===== src/rtl/divider_ctrl_pkg.sv =====
// Shared types for the clock-divide controller.
//   mode_e  : config request mode as carried on cfg_mode
//   state_e : controller operating state
//   cfg_is_valid() : acceptance rule for a config request
package divider_ctrl_pkg;

  typedef enum logic [1:0] {
    MODE_STOP  = 2'b00,
    MODE_RUN   = 2'b01,
    MODE_BURST = 2'b10,
    MODE_RSVD  = 2'b11
  } mode_e;

  typedef enum logic [1:0] {
    ST_IDLE,
    ST_RUN,
    ST_BURST
  } state_e;

  // STOP ignores the divisor/count fields; RUN needs div >= 2;
  // BURST additionally needs a non-zero count; reserved mode is never valid.
  function automatic logic cfg_is_valid(mode_e mode, logic div_ok, logic count_ok);
    logic ok;
    ok = 1'b0;
    if (mode == MODE_STOP)       ok = 1'b1;
    else if (mode == MODE_RUN)   ok = div_ok;
    else if (mode == MODE_BURST) ok = div_ok && count_ok;
    return ok;
  endfunction

endpackage


===== src/rtl/divider_ctrl_tick_counter.sv =====
// Loadable modulo-N counter.
//   clk, rst : clock, asynchronous active-low reset
//   load     : clear the count to 0 (priority over en)
//   en       : advance the count
//   n        : modulus (>= 2); count runs 0..n-1 and wraps
//   tc       : terminal count, high while en and count == n-1
module tick_counter #(
  parameter int unsigned WIDTH = 16
) (
  input  logic             clk,
  input  logic             rst,
  input  logic             load,
  input  logic             en,
  input  logic [WIDTH-1:0] n,
  output logic             tc
);

  logic [WIDTH-1:0] cnt;

  // n >= 2 is guaranteed by the controller, so n-1 never wraps.
  assign tc = en && (cnt == n - WIDTH'(1));

  always_ff @(posedge clk or negedge rst) begin
    if (!rst) begin
      cnt <= '0;
    end else if (load) begin
      cnt <= '0;
    end else if (en) begin
      cnt <= tc ? '0 : cnt + WIDTH'(1);
    end
  end

endmodule


===== src/rtl/divider_ctrl.sv =====
// Runtime controller for the clock-divide path.
// Holds the divisor, takes new settings over a valid/ready config port and
// produces a 1-cycle tick enable plus a glitch-free 50% divided clock.
//   clk, rst           : clock, asynchronous active-low reset
//   cfg_valid/ready    : config handshake (transfer when both high)
//   cfg_mode           : 00 STOP, 01 RUN, 10 BURST, 11 reserved
//   cfg_div, cfg_count : divisor, BURST length in clk_div periods
//   tick, clk_div      : divider outputs
//   busy, done, err    : status (done/err are 1-cycle pulses)
module divider_ctrl
  import divider_ctrl_pkg::*;
#(
  parameter int unsigned WIDTH       = 16,
  parameter int unsigned CNT_WIDTH   = 8,
  parameter int unsigned DEFAULT_DIV = 2
) (
  input  logic                 clk,
  input  logic                 rst,
  input  logic                 cfg_valid,
  output logic                 cfg_ready,
  input  logic [1:0]           cfg_mode,
  input  logic [WIDTH-1:0]     cfg_div,
  input  logic [CNT_WIDTH-1:0] cfg_count,
  output logic                 tick,
  output logic                 clk_div,
  output logic                 busy,
  output logic                 done,
  output logic                 err
);

  state_e               state;
  logic [WIDTH-1:0]     div_reg;
  logic                 pend;
  mode_e                pend_mode;
  logic [WIDTH-1:0]     pend_div;
  logic [CNT_WIDTH-1:0] pend_count;
  logic [CNT_WIDTH:0]   remaining;

  mode_e req_mode;
  logic  req_ok;
  logic  xfer;
  logic  start;
  logic  apply;

  assign req_mode  = mode_e'(cfg_mode);
  assign req_ok    = cfg_is_valid(req_mode, cfg_div >= WIDTH'(2), cfg_count != '0);
  // pend can only be set while running, so this also covers "ready in IDLE".
  assign cfg_ready = !pend;
  assign xfer      = cfg_valid && cfg_ready;
  assign busy      = (state != ST_IDLE);
  assign start     = (state == ST_IDLE) && xfer && req_ok && (req_mode != MODE_STOP);
  // Shadow config only lands on the tick that takes clk_div from 1 to 0.
  assign apply     = tick && clk_div && pend;

  tick_counter #(.WIDTH(WIDTH)) u_tick_counter (
    .clk  (clk),
    .rst  (rst),
    .load (start || apply),
    .en   (busy),
    .n    (div_reg),
    .tc   (tick)
  );

  always_ff @(posedge clk or negedge rst) begin
    if (!rst) begin
      state      <= ST_IDLE;
      div_reg    <= WIDTH'(DEFAULT_DIV);
      clk_div    <= 1'b0;
      done       <= 1'b0;
      err        <= 1'b0;
      pend       <= 1'b0;
      pend_mode  <= MODE_STOP;
      pend_div   <= '0;
      pend_count <= '0;
      remaining  <= '0;
    end else begin
      done <= 1'b0;
      err  <= xfer && !req_ok;
      if (state == ST_IDLE) begin
        if (xfer && req_ok) begin
          if (req_mode == MODE_STOP) begin
            done <= 1'b1;
          end else begin
            div_reg   <= cfg_div;
            remaining <= {cfg_count, 1'b0};
            state     <= (req_mode == MODE_BURST) ? ST_BURST : ST_RUN;
          end
        end
      end else begin
        if (xfer && req_ok) begin
          pend       <= 1'b1;
          pend_mode  <= req_mode;
          pend_div   <= cfg_div;
          pend_count <= cfg_count;
        end
        if (tick) begin
          clk_div <= !clk_div;
          if (state == ST_BURST) remaining <= remaining - 1'b1;
          // A pending config takes precedence over the end of a burst; both
          // happen only on a falling clk_div edge, so the output stays clean.
          if (apply) begin
            pend    <= 1'b0;
            clk_div <= 1'b0;
            if (pend_mode == MODE_STOP) begin
              state <= ST_IDLE;
              done  <= 1'b1;
            end else begin
              div_reg   <= pend_div;
              remaining <= {pend_count, 1'b0};
              state     <= (pend_mode == MODE_BURST) ? ST_BURST : ST_RUN;
            end
          end else if (state == ST_BURST && remaining == {{CNT_WIDTH{1'b0}}, 1'b1}) begin
            state <= ST_IDLE;
            done  <= 1'b1;
          end
        end
      end
    end
  end

endmodule


===== config.mk =====
export PLATFORM = sky130hd
export DESIGN_NAME = divider_ctrl
export DESIGN_NICKNAME = d
export VERILOG_FILES = /design/src/rtl/divider_ctrl_pkg.sv /design/src/rtl/divider_ctrl_tick_counter.sv /design/src/rtl/divider_ctrl.sv
export SDC_FILE = /design/constraint.sdc
export NUM_CORES = 1
export LEC_CHECK = 0
export CAP_MARGIN = 20
export CORE_ASPECT_RATIO = 0.6
export CORE_UTILIZATION = 45
export DETAILED_ROUTE_END_ITERATION = 10
export PLACE_DENSITY = 0.73
export SETUP_SLACK_MARGIN = 0.5
export SYNTH_ARGS = -nofsm -noshare
export SYNTH_HDL_FRONTEND = slang
export SYNTH_HIERARCHICAL = 1
export SYNTH_SLANG_ARGS = --single-unit

===== constraint.sdc =====
create_clock -name clk -period 4.4 [get_ports clk]
set_input_delay 0.66 -clock clk [delete_from_list [all_inputs] [get_ports clk]]
set_output_delay 0.66 -clock clk [all_outputs]
set_load 0.05 [all_outputs]

# After elaboration in Yosys (flattened, before gate mapping)
# Index checks and enable logic that the tools add are counted.
[classes]
n_mux = 39
n_reduce_logical = 30
n_shift = 0
addsub = 3
bitwise = 1
n_eq_ne = 9
mul = 0
div_mod_pow = 0
magnitude_cmp = 1
[op_table]
columns = ["op", "count"]
rows = [
  ["$mux 16", 9],
  ["$mux 9", 7],
  ["$mux 2", 9],
  ["$add 16x1->16 const B", 1],
  ["$eq 16x16->1", 1],
  ["$ge 16x2->1 const B", 1],
  ["$sub 16x1->16 const B", 1],
  ["$mux 1", 14],
  ["$logic_and 1x1->1", 11],
  ["$reduce_bool 2->1", 5],
  ["$eq 9x1->1 const B", 1],
  ["$sub 9x1->9 const B", 1],
  ["$reduce_bool 8->1", 1],
  ["$eq 2x2->1 const B", 3],
  ["$logic_not 2->1", 3],
  ["$reduce_and 5->1", 1],
  ["$ne 2x2->1 const B", 2],
  ["$reduce_and 2->1", 2],
  ["$reduce_and 4->1", 1],
  ["$logic_not 1->1", 3],
  ["$reduce_and 3->1", 1],
  ["$reduce_bool 3->1", 1],
  ["$eq 2x1->1 const B", 1],
  ["$ne 2x1->1 const B", 1],
  ["other kinds (2)", 2],
]
[totals]
latchBits = 0
output_inout_bits = 6
wordCells = 94
register_bits = 73
rom_bits = 0
memories = 0
ramBits = 0

# Depth between registers and ports, before layout
# Gate-level depths: netlist of the first run.
[depth]
word_depth = 9
ltp_mapped = 14
ltp_nobuf = 13

# Hierarchy
# The synthesis of the first run kept the hierarchy.
[modules_own_cells]
columns = ["mod", "area_each_um2", "cells_each", "instances"]
rows = [
  ["divider_ctrl", 2795.2, 260, 1],
  ["tick_counter", 1417.6, 153, 1],
]

# Least setup slack after synthesis of the first run
# Ideal clock, no wire load.
[synth_timing]
kind = "register to register"
from = "register state[0]"
to = "register div_reg[0]"
n_path_buf = 2
t_arrival_ns = 5.207
setup_ns = 0.137
synth_period_minus_slack_ns = 5.344
path_slack_ns = -0.944
stages_incl_launch_ff = 14
path_cell_list = "dfrtp_1 nor2_2 clkinv_1 clkbuf_1 nand3_1 a211oi_2 nand4_2 nor4_1 and3_1 o21ai_1 clkbuf_1 or3_1 o21ai_0 a2bb2oi_1"
[synth_via]
elab_chain_len = 6
[synth_lines]
columns = ["element", "line", "rtl"]
rows = [
  ["start: declaration", "divider_ctrl.sv:31", "state_e state;"],
  ["start signal: assignment", "divider_ctrl.sv:86", "state <= (req_mode == MODE_BURST) ? ST_BURST : ST_RUN;"],
  ["start signal: assignment", "divider_ctrl.sv:110", "state <= (pend_mode == MODE_BURST) ? ST_BURST : ST_RUN;"],
  ["$reduce_bool 2->1 (*)", "divider_ctrl.sv:50", "assign busy = (state != ST_IDLE);"],
  ["via busy", "divider_ctrl.sv:26", "output logic busy,"],
  ["$logic_and 1x1->1 (*)", "divider_ctrl_tick_counter.sv:21", "assign tc = en && (cnt == n - WIDTH'(1));"],
  ["via tick", "divider_ctrl.sv:24", "output logic tick,"],
  ["$logic_and 1x1->1 (2 in a row)", "divider_ctrl.sv:53", "assign apply = tick && clk_div && pend;"],
  ["$reduce_bool 2->1 (no line)", "-", ""],
  ["$reduce_and 5->1 (no line) (*)", "-", ""],
  ["end signal: assignment", "divider_ctrl.sv:67", "div_reg <= WIDTH'(DEFAULT_DIV);"],
  ["end signal: assignment", "divider_ctrl.sv:84", "div_reg <= cfg_div;"],
  ["end signal: assignment", "divider_ctrl.sv:108", "div_reg <= pend_div;"],
  ["end: declaration", "divider_ctrl.sv:32", "logic [WIDTH-1:0] div_reg;"],
]
# Mark *: on every way through the listed nets, which the timed path passes. The rest lies on a longest branch.
# A chain may end at the register's enable or synchronous reset.

# Final worst setup path of the first run
[layout_timing]
from = "register div_reg[0]"
to = "register div_reg[3]"
[layout_via]
elab_chain_len = 7
[layout_lines]
columns = ["element", "line"]
rows = [
  ["$sub 16x1->16 (*)", "divider_ctrl_tick_counter.sv:21"],
  ["$eq 16x16->1 (*)", "divider_ctrl_tick_counter.sv:21"],
  ["$logic_and 1x1->1 (*)", "divider_ctrl_tick_counter.sv:21"],
  ["$logic_and 1x1->1 (2 in a row)", "divider_ctrl.sv:53"],
  ["$reduce_bool 2->1 (no line)", "-"],
  ["$reduce_and 5->1 (no line) (*)", "-"],
]
# Every way passes the cells marked *; elsewhere a longest branch is shown, timed or not.

==> results of run 1 <==
[worst paths after layout]
path	to	cells after the start
min in group clk	pend_div[0]	1
worst max register to register	div_reg[3]	13
worst max-delay path	div_reg[3]	13
max in group asynchronous	div_reg[1]	3
worst min-delay path	err	1
worst min register to register	pend_div[0]	1
[area by class of cell]
| type | count | area [um^2] |
|---|---|---|
| repair buffers | 42 | 413 |
| fillers | 776 | 3810 |
| well taps | 112 | 140 |
| clock buffers | 12 | 246 |
| multi-input cells | 311 | 2290 |
| clock inverters | 3 | 17.5 |
| inverters | 10 | 37.5 |
| flip-flops and latches | 73 | 1830 |
[power by group]
part | switching [mW] | leakage [nW] | internal [mW]
logic | 0.610 | 0.991 | 0.559
clock network | 0.273 | 0.128 | 0.392
registers | 0.336 | 0.901 | 0.953
[what timing repair did]
action,4_1_cts,5_1_grt
gates resized for setup,0,1
endpoints found under the hold margin,0,0
endpoints found under the setup margin,0,16
[through the flow]
| stage | std cells | worst slack (ns) | hold slack, ns | area (um^2) | util, % |
|---|---|---|---|---|---|
| 2_1_floorplan | 413 | 0.659 | 0.364 | 4230 | - |
| 4_1_cts | 562 | 0.679 | 0.482 | 4940 | 56.3 |
| 5_1_grt | 563 | 0.597 | 0.295 | 4970 | 56.6 |
| 6_report | 563 | 0.831 | 0.263 | 4970 | 56.6 |
| 3_3_place_gp | 546 | 0.722 | 0.461 | 4660 | 53.1 |
| 3_5_place_dp | 547 | 0.719 | 0.469 | 4680 | 53.3 |
[cells by family after synthesis]
logic type                 count (synthesis)  share of synthesized area [%]
and+or+nand+nor                          144                           20.5
DFF                                       73                           43.4
buffers and inverters                     29                           3.03
AOI/OAI and AO/OA                         94                           15.9
muxes                                     27                           7.28
xor gates and xnor gates                  42                           8.73
adders and majority gates                  4                           1.19
[routing by layer]
layer / GRT usage, % / part of all wire, % / vias to the layer above
li1: - / - / 1588
met1: 35.9 / 51 / 1635
met2: 29.5 / 41 / 122
met3: 5.09 / 6.6 / 15
met4: 5.83 / 1.2 / 0
met5: 0 / 0 / -
[worst max-delay path, delay by kind of cell (launching register included)]
| kind | cells | cell delay [ns] |
|---|---|---|
| adders and majority gates | 1 | 0.30 |
| DFF | 1 | 0.45 |
| and+or+nand+nor | 5 | 1.16 |
| AOI/OAI and AO/OA | 4 | 1.07 |
| buffers and inverters | 3 | 0.49 |
[cell usage after synthesis (2+ instances only)]
library cell and number:
sky130_fd_sc_hd__dfrtp_1 72, sky130_fd_sc_hd__mux2_1 25, sky130_fd_sc_hd__xor2_1 24, sky130_fd_sc_hd__nor2_1 23
sky130_fd_sc_hd__a21oi_1 21, sky130_fd_sc_hd__o21ai_0 21, sky130_fd_sc_hd__or3_1 20, sky130_fd_sc_hd__nand2_1 19
sky130_fd_sc_hd__xnor2_1 18, sky130_fd_sc_hd__a2bb2oi_1 16, sky130_fd_sc_hd__nand3_1 14, sky130_fd_sc_hd__clkbuf_1 11
sky130_fd_sc_hd__nor2_2 11, sky130_fd_sc_hd__inv_1 9, sky130_fd_sc_hd__nand4_1 9, sky130_fd_sc_hd__nor4_1 9
sky130_fd_sc_hd__nor3_1 6, sky130_fd_sc_hd__buf_2 5, sky130_fd_sc_hd__nor2b_1 5, sky130_fd_sc_hd__o21ai_1 5
sky130_fd_sc_hd__a211oi_1 4, sky130_fd_sc_hd__a21o_1 4, sky130_fd_sc_hd__ha_1 4, sky130_fd_sc_hd__and3_1 3
sky130_fd_sc_hd__nand4b_1 3, sky130_fd_sc_hd__o211ai_1 3, sky130_fd_sc_hd__a41o_1 2, sky130_fd_sc_hd__and2_1 2
sky130_fd_sc_hd__and4_1 2, sky130_fd_sc_hd__nand2b_1 2, sky130_fd_sc_hd__o31ai_1 2, sky130_fd_sc_hd__o41ai_1 2
==> impl_metrics.csv, run 1 <==
group,metric,value,unit
run_status,run_status,"finished clean",
critical_path,worstSetupEndpointType,"flip-flop",
sta,report.final.setup_viol,0,
clocking,clkTransAtPathRegs,0.06,ns
critical_path,reg2reg_slack,0.83,ns
route,route.vias.total,3360,
logic_synthesis,synthArstFlopShare,100,%
clocking,post-cts-setup-buffers,0,
route,drt-pass1-iter-count,5,
cells_and_area,drive_above_1_share,12.0,%
route,drt.antenna.violating_nets,0,
critical_path,source_of_the_critical_timing_path,"div_reg[0]",
place,port_buffers,34,
job,max_cap_viol_count,0,
sta,clock_skew,0.00486,ns
logic_synthesis,ys_warn_count,6,
route,drtIter0Drc,303,
clocking,clock-sinks,73,
critical_path,critical_path.startpoint_type,"flip-flop",
logic_synthesis,yosysUniqueCellTypes,69,
global_route,first_global_vias,3160,
clocking,cts_max_path_buffers,2,
critical_path,r2r_start,"div_reg[0]",
global_route,grt_overflow,0,
sta,fin_tns_setup,0,ns
route,wl_per_cell,17.9,um
critical_path,crit_arrival,3.82,ns
global_route,grt_usage,22.4,%
critical_path,cp_max_stage_delay,0.45,ns
logic_synthesis,synth_top_area_share,42.8,%
global_route,largest_net_degree_at_the_start_of_global_routing,49,
global_route,wire_length_of_the_first_global_routing_pass,17.0,mm
logic_synthesis,syn_inst,413,
floorplan,floorplan.die_area,0.00977,mm^2
logic_synthesis,syn_nets,446,
sta,worst_max_slew_pin_slew,1.05,ns
power,p_leak,2.02,nW
sta,slew_headroom,29.4,%
clocking,clock_buffer_count_from_cts,9,
clocking,clk-insertion-delay-late,0.34,ns
floorplan,io_pins,35,
clocking,number_of_hold_buffers_added_after_cts,0,
power,power-per-cell-area,628,mW/mm^2
sta,report.final.hold_viol_count,0,
cells_and_area,antennaDiodeCount,0,
route,number_of_remaining_drc_errors,0,
logic_synthesis,synth.top_cells.by_area,"sky130_fd_sc_hd__dfrtp_1 (43%), sky130_fd_sc_hd__mux2_1 (6.7%), sky130_fd_sc_hd__xor2_1 (5.0%)",
sta,final_min_period_over_clock_period,81.1,%
cells_and_area,finalNetCount,480,
cells_and_area,leading_cell_types_in_the_layout_fill_and_taps_excluded,"sky130_fd_sc_hd__dfrtp_1 (72), sky130_fd_sc_hd__clkdlybuf4s50_1 (32), sky130_fd_sc_hd__mux2_1 (25), sky130_fd_sc_hd__xor2_1 (24), sky130_fd_sc_hd__nor2_1 (23)",
place,gp_routability_congestion,0.894,
power,max-vdd-ir-drop,0.333,mV
route,routed_wirelength,10.1,mm
clocking,clock_tree.htree_level_count,3,
logic_synthesis,synth.cell_area,0.00421,mm^2
sta,final_max_slew_viol_count,0,
floorplan,die_x,127,um
logic_synthesis,synth-main-ff-cell,"sky130_fd_sc_hd__dfrtp_1",
cells_and_area,synthToLayoutAreaGrowth,18.0,%
critical_path,timing.critical_path.fanout_max,27,
sta,grt_setup_unrepaired,"false",
floorplan,placeableCoreArea,0.00878,mm^2
sta,max_freq,280,MHz
critical_path,timing_worst_setup_path_type,"reg -> reg",
clocking,tritoncts,"built",
critical_path,cp_cell_sequence,"inv_1 > ha_1 > nor2b_1 > nor3b_2 > nand3_1 > a22o_1 > nor4_4 > buf_4 > and3_1 > o21ai_2 > buf_8 > o21ai_4 > a2bb2oi_1",
place,dp.final_hpwl,7.11,mm
global_route,number_of_antenna_violations_at_the_first_check_in_global_routing,0,
critical_path,cp.required,4.65,ns
clocking,root_buffer,"sky130_fd_sc_hd__clkbuf_16",
logic_synthesis,number_of_enable_flip_flop_cells_after_synthesis,0,
cells_and_area,most_common_cell_after_layout_fill_and_taps_aside,"sky130_fd_sc_hd__dfrtp_1",
logic_synthesis,netlist.top_cell.by_area,"sky130_fd_sc_hd__dfrtp_1",
logic_synthesis,yosysSeqAreaShare,43.4,%
floorplan,placementRows,26,
floorplan,die_ht,76.9,um
logic_synthesis,postSynthRegisterBits,73,
sta,shortest_period_the_worst_path_allows,3.57,ns
route,post_drt_via_cell_ratio,5.97,
power,fin_total_pwr,3.12,mW
logic_synthesis,postSynthAreaPerCell,10.2,um^2
critical_path,cp_slowest_cell,"sky130_fd_sc_hd__dfrtp_1",
floorplan,start_util,48.0,%
min_path,worst_hold_path_type,"in -> async",
Note: power is estimated with default switching activity, not from simulation.
==> run 2: changes to the inputs <==
- clock period: 4.4 -> 3.6 ns (I/O delays scaled with it)
==> impl_metrics.csv, run 2 (synthesis gave the netlist of run 1 again) <==
group,metric,value,unit
global_route,grt_usage,24.3,%
place,port_buffers,34,
sta,shortest_period_the_worst_path_allows,3.24,ns
critical_path,worstReg2RegEnd,"div_reg[11]",
power,power-per-cell-area,781,mW/mm^2
route,wl_per_cell,20.5,um
floorplan,die_ht,76.9,um
power,p_leak,2.19,nW
cells_and_area,drive_above_1_share,24.5,%
route,drt.antenna.violating_nets,0,
clocking,clock_tree.htree_level_count,3,
sta,final_max_slew_viol_count,0,
global_route,first_global_vias,3422,
sta,report.final.setup_viol,0,
power,max-vdd-ir-drop,0.382,mV
critical_path,r2r_start,"div_reg[3]",
global_route,number_of_antenna_violations_at_the_first_check_in_global_routing,0,
critical_path,reg2reg_slack,0.39,ns
route,drtIter0Drc,470,
floorplan,floorplan.die_area,0.00977,mm^2
min_path,worst_hold_path_type,"in -> async",
floorplan,die_x,127,um
cells_and_area,synthToLayoutAreaGrowth,29.0,%
global_route,grt_overflow,0,
critical_path,critical_path.startpoint_type,"flip-flop",
sta,final_min_period_over_clock_period,90.1,%
floorplan,placeableCoreArea,0.00878,mm^2
global_route,wire_length_of_the_first_global_routing_pass,18.1,mm
sta,max_freq,308,MHz
clocking,cts_max_path_buffers,2,
route,drt-pass1-iter-count,5,
clocking,clk-insertion-delay-late,0.34,ns
global_route,largest_net_degree_at_the_start_of_global_routing,40,
cells_and_area,leading_cell_types_in_the_layout_fill_and_taps_excluded,"sky130_fd_sc_hd__dfrtp_1 (67), sky130_fd_sc_hd__clkdlybuf4s50_1 (31), sky130_fd_sc_hd__buf_4 (28), sky130_fd_sc_hd__mux2_1 (25), sky130_fd_sc_hd__xor2_1 (24)",
route,post_drt_via_cell_ratio,6.32,
cells_and_area,finalNetCount,509,
route,number_of_remaining_drc_errors,0,
clocking,clock_buffer_count_from_cts,9,
clocking,clkTransAtPathRegs,0.06,ns
sta,worst_max_slew_pin_slew,0.682,ns
cells_and_area,antennaDiodeCount,0,
place,gp_routability_congestion,0.925,
power,fin_total_pwr,4.24,mW
sta,fin_tns_setup,0,ns
floorplan,start_util,48.0,%
sta,grt_setup_unrepaired,"true",
sta,report.final.hold_viol_count,0,
critical_path,cp.required,3.06,ns
clocking,number_of_hold_buffers_added_after_cts,0,
route,route.vias.total,3745,
critical_path,timing_worst_setup_path_type,"reg -> out",
clocking,root_buffer,"sky130_fd_sc_hd__clkbuf_16",
place,placed_cell_area,0.00472,mm^2
floorplan,placementRows,26,
clocking,clock-sinks,73,
critical_path,reg2reg_depth,10,
cells_and_area,most_common_cell_after_layout_fill_and_taps_aside,"sky130_fd_sc_hd__dfrtp_1",
critical_path,crit_arrival,2.70,ns
run_status,run_status,"finished clean",
critical_path,worstSetupEndpointType,"primary output",
critical_path,timing.critical_path.fanout_max,5,
place,dp.final_hpwl,7.40,mm
cells_and_area,postLayoutCellArea,0.00543,mm^2
route,routed_wirelength,12.1,mm
floorplan,io_pins,35,
clocking,tritoncts,"built",
sta,slew_headroom,54.5,%
sta,clock_skew,0.00437,ns
job,max_cap_viol_count,0,
## run 2: cell types whose count changed in the layout (fill, tap and decap cells not counted), sizes merged
| cell | change |
|---|---|
| buf | +25 |
| bufinv | +1 |
| clkdlybuf4s50 | -1 |
| clkinv | -1 |
| clkinvlp | +1 |
| o21ai | +5 |
## run 2: cell type report
cell class / instances / area (um^2)
Clock inverter: 4 / 50.0
Timing Repair Buffer: 66 / 591
Tap cell: 112 / 140
Multi-Input combinational cell: 316 / 2510
Sequential cell: 73 / 1830
Clock buffer: 12 / 267
Inverter: 10 / 37.5
Fill cell: 681 / 3350
## run 2: worst max path at each step
stage | endpoint | start | slack, ns
finish | tick | div_reg[3] | 0.36
global route | tick | div_reg[6] | 0.29
CTS | tick | div_reg[3] | 0.39
detailed placement | div_reg[5] | div_reg[5] | 0.28
global placement | div_reg[13] | div_reg[8] | 0.36
floorplan | div_reg[0] | div_reg[5] | 0.006
## run 2: repair_timing
| action | in CTS | in global routing |
|---|---|---|
| cloned | 2 | 5 |
| resized for setup | 16 | 31 |
| setup endpoints to repair | 40 | 42 |
| pin swaps | 9 | 8 |
| setup buffers | 9 | 10 |
## run 2: per-layer routing
metal  GRT usage (%)  share of wire [%]  vias up
met5               0                  0        -
met4            6.67                1.3        0
met3            7.54                 10       18
met2            33.7                 41      215
met1            36.0                 47     1849
li1                -                  -     1663
## run 2: power breakdown
part           internal [mW]  switching, mW  total, mW
logic                  0.793          0.862       1.65
clock network          0.592          0.353      0.945
registers               1.17          0.472       1.64
total                   2.55           1.69       4.24
## run 2: critical path, stage by stage (launching register included)
cell and delay [ns]:
sky130_fd_sc_hd__dfrtp_2 0.45, sky130_fd_sc_hd__or4_4 0.59, sky130_fd_sc_hd__nor3b_4 0.29, sky130_fd_sc_hd__xnor2_1 0.20, sky130_fd_sc_hd__nand4_2 0.18, sky130_fd_sc_hd__nor4_4 0.31, sky130_fd_sc_hd__buf_4 0.19, sky130_fd_sc_hd__buf_8 0.14
## run 2: metrics by stage
step / util, % / setup slack [ns] / cells / hold slack [ns]
2_1_floorplan: - / 0.00579 / 413 / 0.244
3_3_place_gp: 53.7 / 0.358 / 551 / 0.461
3_5_place_dp: 53.7 / 0.276 / 551 / 0.469
4_1_cts: 59.1 / 0.391 / 578 / 0.250
5_1_grt: 61.9 / 0.292 / 593 / 0.277
6_report: 61.9 / 0.356 / 593 / 0.229
==> run 3: changes to the inputs <==
- CORE_MARGIN: not set -> 3
- CORE_UTILIZATION: 45 -> 58
- PLACE_DENSITY: 0.73 -> 0.89
==> impl_metrics.csv, run 3 (synthesis gave the netlist of run 1 again) <==
group,metric,value,unit
run_status,run_status,"finished clean",
power,fin_total_pwr,4.46,mW
global_route,largest_net_degree_at_the_start_of_global_routing,74,
power,p_sw,1.77,mW
sta,final_min_period_over_clock_period,92.7,%
sta,shortest_period_the_worst_path_allows,3.34,ns
sta,final_max_slew_viol_count,0,
floorplan,io_pins,35,
cells_and_area,num-fill-cells,366,
place,dp.final_hpwl,7.30,mm
clocking,root_buffer,"sky130_fd_sc_hd__clkbuf_16",
cells_and_area,layout.cells.non_filler,572,
power,p_leak,2.23,nW
floorplan,floorplan.die_area,0.00836,mm^2
global_route,first_global_vias,3537,
global_route,grt_usage,29.6,%
cells_and_area,leading_cell_types_in_the_layout_fill_and_taps_excluded,"sky130_fd_sc_hd__dfrtp_1 (68), sky130_fd_sc_hd__clkdlybuf4s50_1 (31), sky130_fd_sc_hd__buf_4 (30), sky130_fd_sc_hd__mux2_1 (25), sky130_fd_sc_hd__xor2_1 (24)",
route,number_of_remaining_drc_errors,0,
sta,fin_tns_setup,0,ns
clocking,number_of_hold_buffers_added_after_cts,0,
global_route,grt_overflow,0,
global_route,wire_length_of_the_first_global_routing_pass,18.9,mm
sta,grt_setup_unrepaired,"true",
power,internal_power,2.68,mW
job,max_cap_viol_count,0,
critical_path,timing.critical_path.fanout_max,4,
cells_and_area,finalNetCount,513,
power,pwr-share-clk,23.8,%
clocking,clkTransAtPathRegs,0.06,ns
route,post_drt_via_cell_ratio,6.99,
clocking,tritoncts,"built",
route,drtIter0Drc,692,
floorplan,placeableCoreArea,0.00685,mm^2
sta,worst_max_slew_pin_slew,0.950,ns
route,wl_per_cell,23.3,um
power,switching_share,39.8,%
clocking,clock_buffer_count_from_cts,9,
clocking,clk-insertion-delay-late,0.35,ns
sta,report.final.hold_viol_count,0,
power,sequentialPowerShare,37.0,%
floorplan,die_ht,72.0,um
floorplan,placementRows,23,
min_path,worst_hold_path_type,"in -> async",
sta,report.final.setup_viol,0,
cells_and_area,antennaDiodeCount,0,
cells_and_area,most_common_cell_after_layout_fill_and_taps_aside,"sky130_fd_sc_hd__dfrtp_1",
power,power-per-cell-area,812,mW/mm^2
place,detailedPlace.worstSlack,0.116,ns
cells_and_area,final_core_utilization,80.1,%
critical_path,timing_worst_setup_path_type,"reg -> out",
sta,finalWorstSetupSlack,0.263,ns
critical_path,cp.required,3.06,ns
place,gp_routability_congestion,0.977,
power,combinational_share_of_power,39.2,%
sta,max_freq,300,MHz
cells_and_area,synthToLayoutAreaGrowth,30.2,%
place,numPlacedInstances,525,
critical_path,worstSetupEndpointType,"primary output",
critical_path,crit_arrival,2.80,ns
route,drt.antenna.violating_nets,0,
critical_path,critical_path.startpoint_type,"flip-flop",
clocking,cts_max_path_buffers,2,
clocking,clock-sinks,73,
route,drt-pass1-iter-count,6,
route,routed_wirelength,13.4,mm
sta,clock_skew,0.0135,ns
clocking,clock_tree.htree_level_count,3,
sta,slew_headroom,36.6,%
global_route,number_of_antenna_violations_at_the_first_check_in_global_routing,0,
floorplan,start_util,61.5,%
place,port_buffers,34,
power,max-vdd-ir-drop,0.543,mV
route,route.vias.total,3997,
floorplan,die_x,116,um
cells_and_area,drive_above_1_share,24.7,%
## run 3: power by group through the flow
stage | Clock [mW] | Combinational, mW | Sequential [mW]
floorplan | 0 | 1.15 | 1.45
global route | 1.10 | 1.87 | 1.69
detailed placement | 0 | 1.44 | 1.58
global placement | 0 | 1.38 | 1.55
CTS | 1.06 | 1.57 | 1.58
finish | 1.06 | 1.75 | 1.65
## run 3: path summary, 6_finish.rpt
check	slack [ns]	to	depth (start not counted)	start
min reg2reg	0.48	pend_div[9]	1	pend_div[9]
min in group clk	0.48	pend_div[9]	1	pend_div[9]
min	0.41	u_tick_counter/cnt[5]	2	rst
max reg2reg	0.27	div_reg[13]	10	div_reg[3]
max	0.26	tick	7	div_reg[3]
max in group asynchronous	2.52	div_reg[2]	2	rst
## run 3: area by class of cell
type | instances | area, um^2 | share of cell area [%]
Clock buffer | 11 | 243 | 4.42
Clock inverter | 5 | 103 | 1.87
Inverter | 10 | 37.5 | 0.684
Multi-Input combinational cell | 316 | 2520 | 45.9
Sequential cell | 73 | 1830 | 33.4
Tap cell | 87 | 109 | 1.98
Timing Repair Buffer | 70 | 643 | 11.7
## run 3: what timing repair did
| action | in CTS | in global routing |
|---|---|---|
| cloned | 3 | 3 |
| hold endpoints to repair | 0 | 0 |
| setup endpoints to repair | 36 | 40 |
| buffers inserted | 11 | 14 |
| resized for setup | 13 | 35 |
| pin swaps | 8 | 11 |
## run 3: metal layers
| metal | GRT usage, % | up-vias | share of wire [%] |
|---|---|---|---|
| met3 | 8.33 | 68 | 13 |
| met2 | 43.9 | 359 | 44 |
| li1 | - | 1666 | - |
| met1 | 42.1 | 1904 | 39 |
| met4 | 10.2 | 0 | 3.9 |
| met5 | 0 | - | 0 |
## run 3: worst max-delay path, cell delays in order (launching register included)
cell	delay [ns]
sky130_fd_sc_hd__dfrtp_2	0.43
sky130_fd_sc_hd__or4_4	0.59
sky130_fd_sc_hd__nor3b_4	0.28
sky130_fd_sc_hd__xnor2_1	0.20
sky130_fd_sc_hd__nand4_2	0.21
sky130_fd_sc_hd__nor4_4	0.41
sky130_fd_sc_hd__buf_4	0.19
sky130_fd_sc_hd__buf_8	0.14
## run 3: per-stage QoR
step / hold WS [ns] / cell area [um^2]
floorplan: 0.244 / 4270
global placement: 0.461 / 4680
finish: 0.407 / 5490
global route: 0.505 / 5490
detailed placement: 0.469 / 4680
CTS: 0.455 / 5180
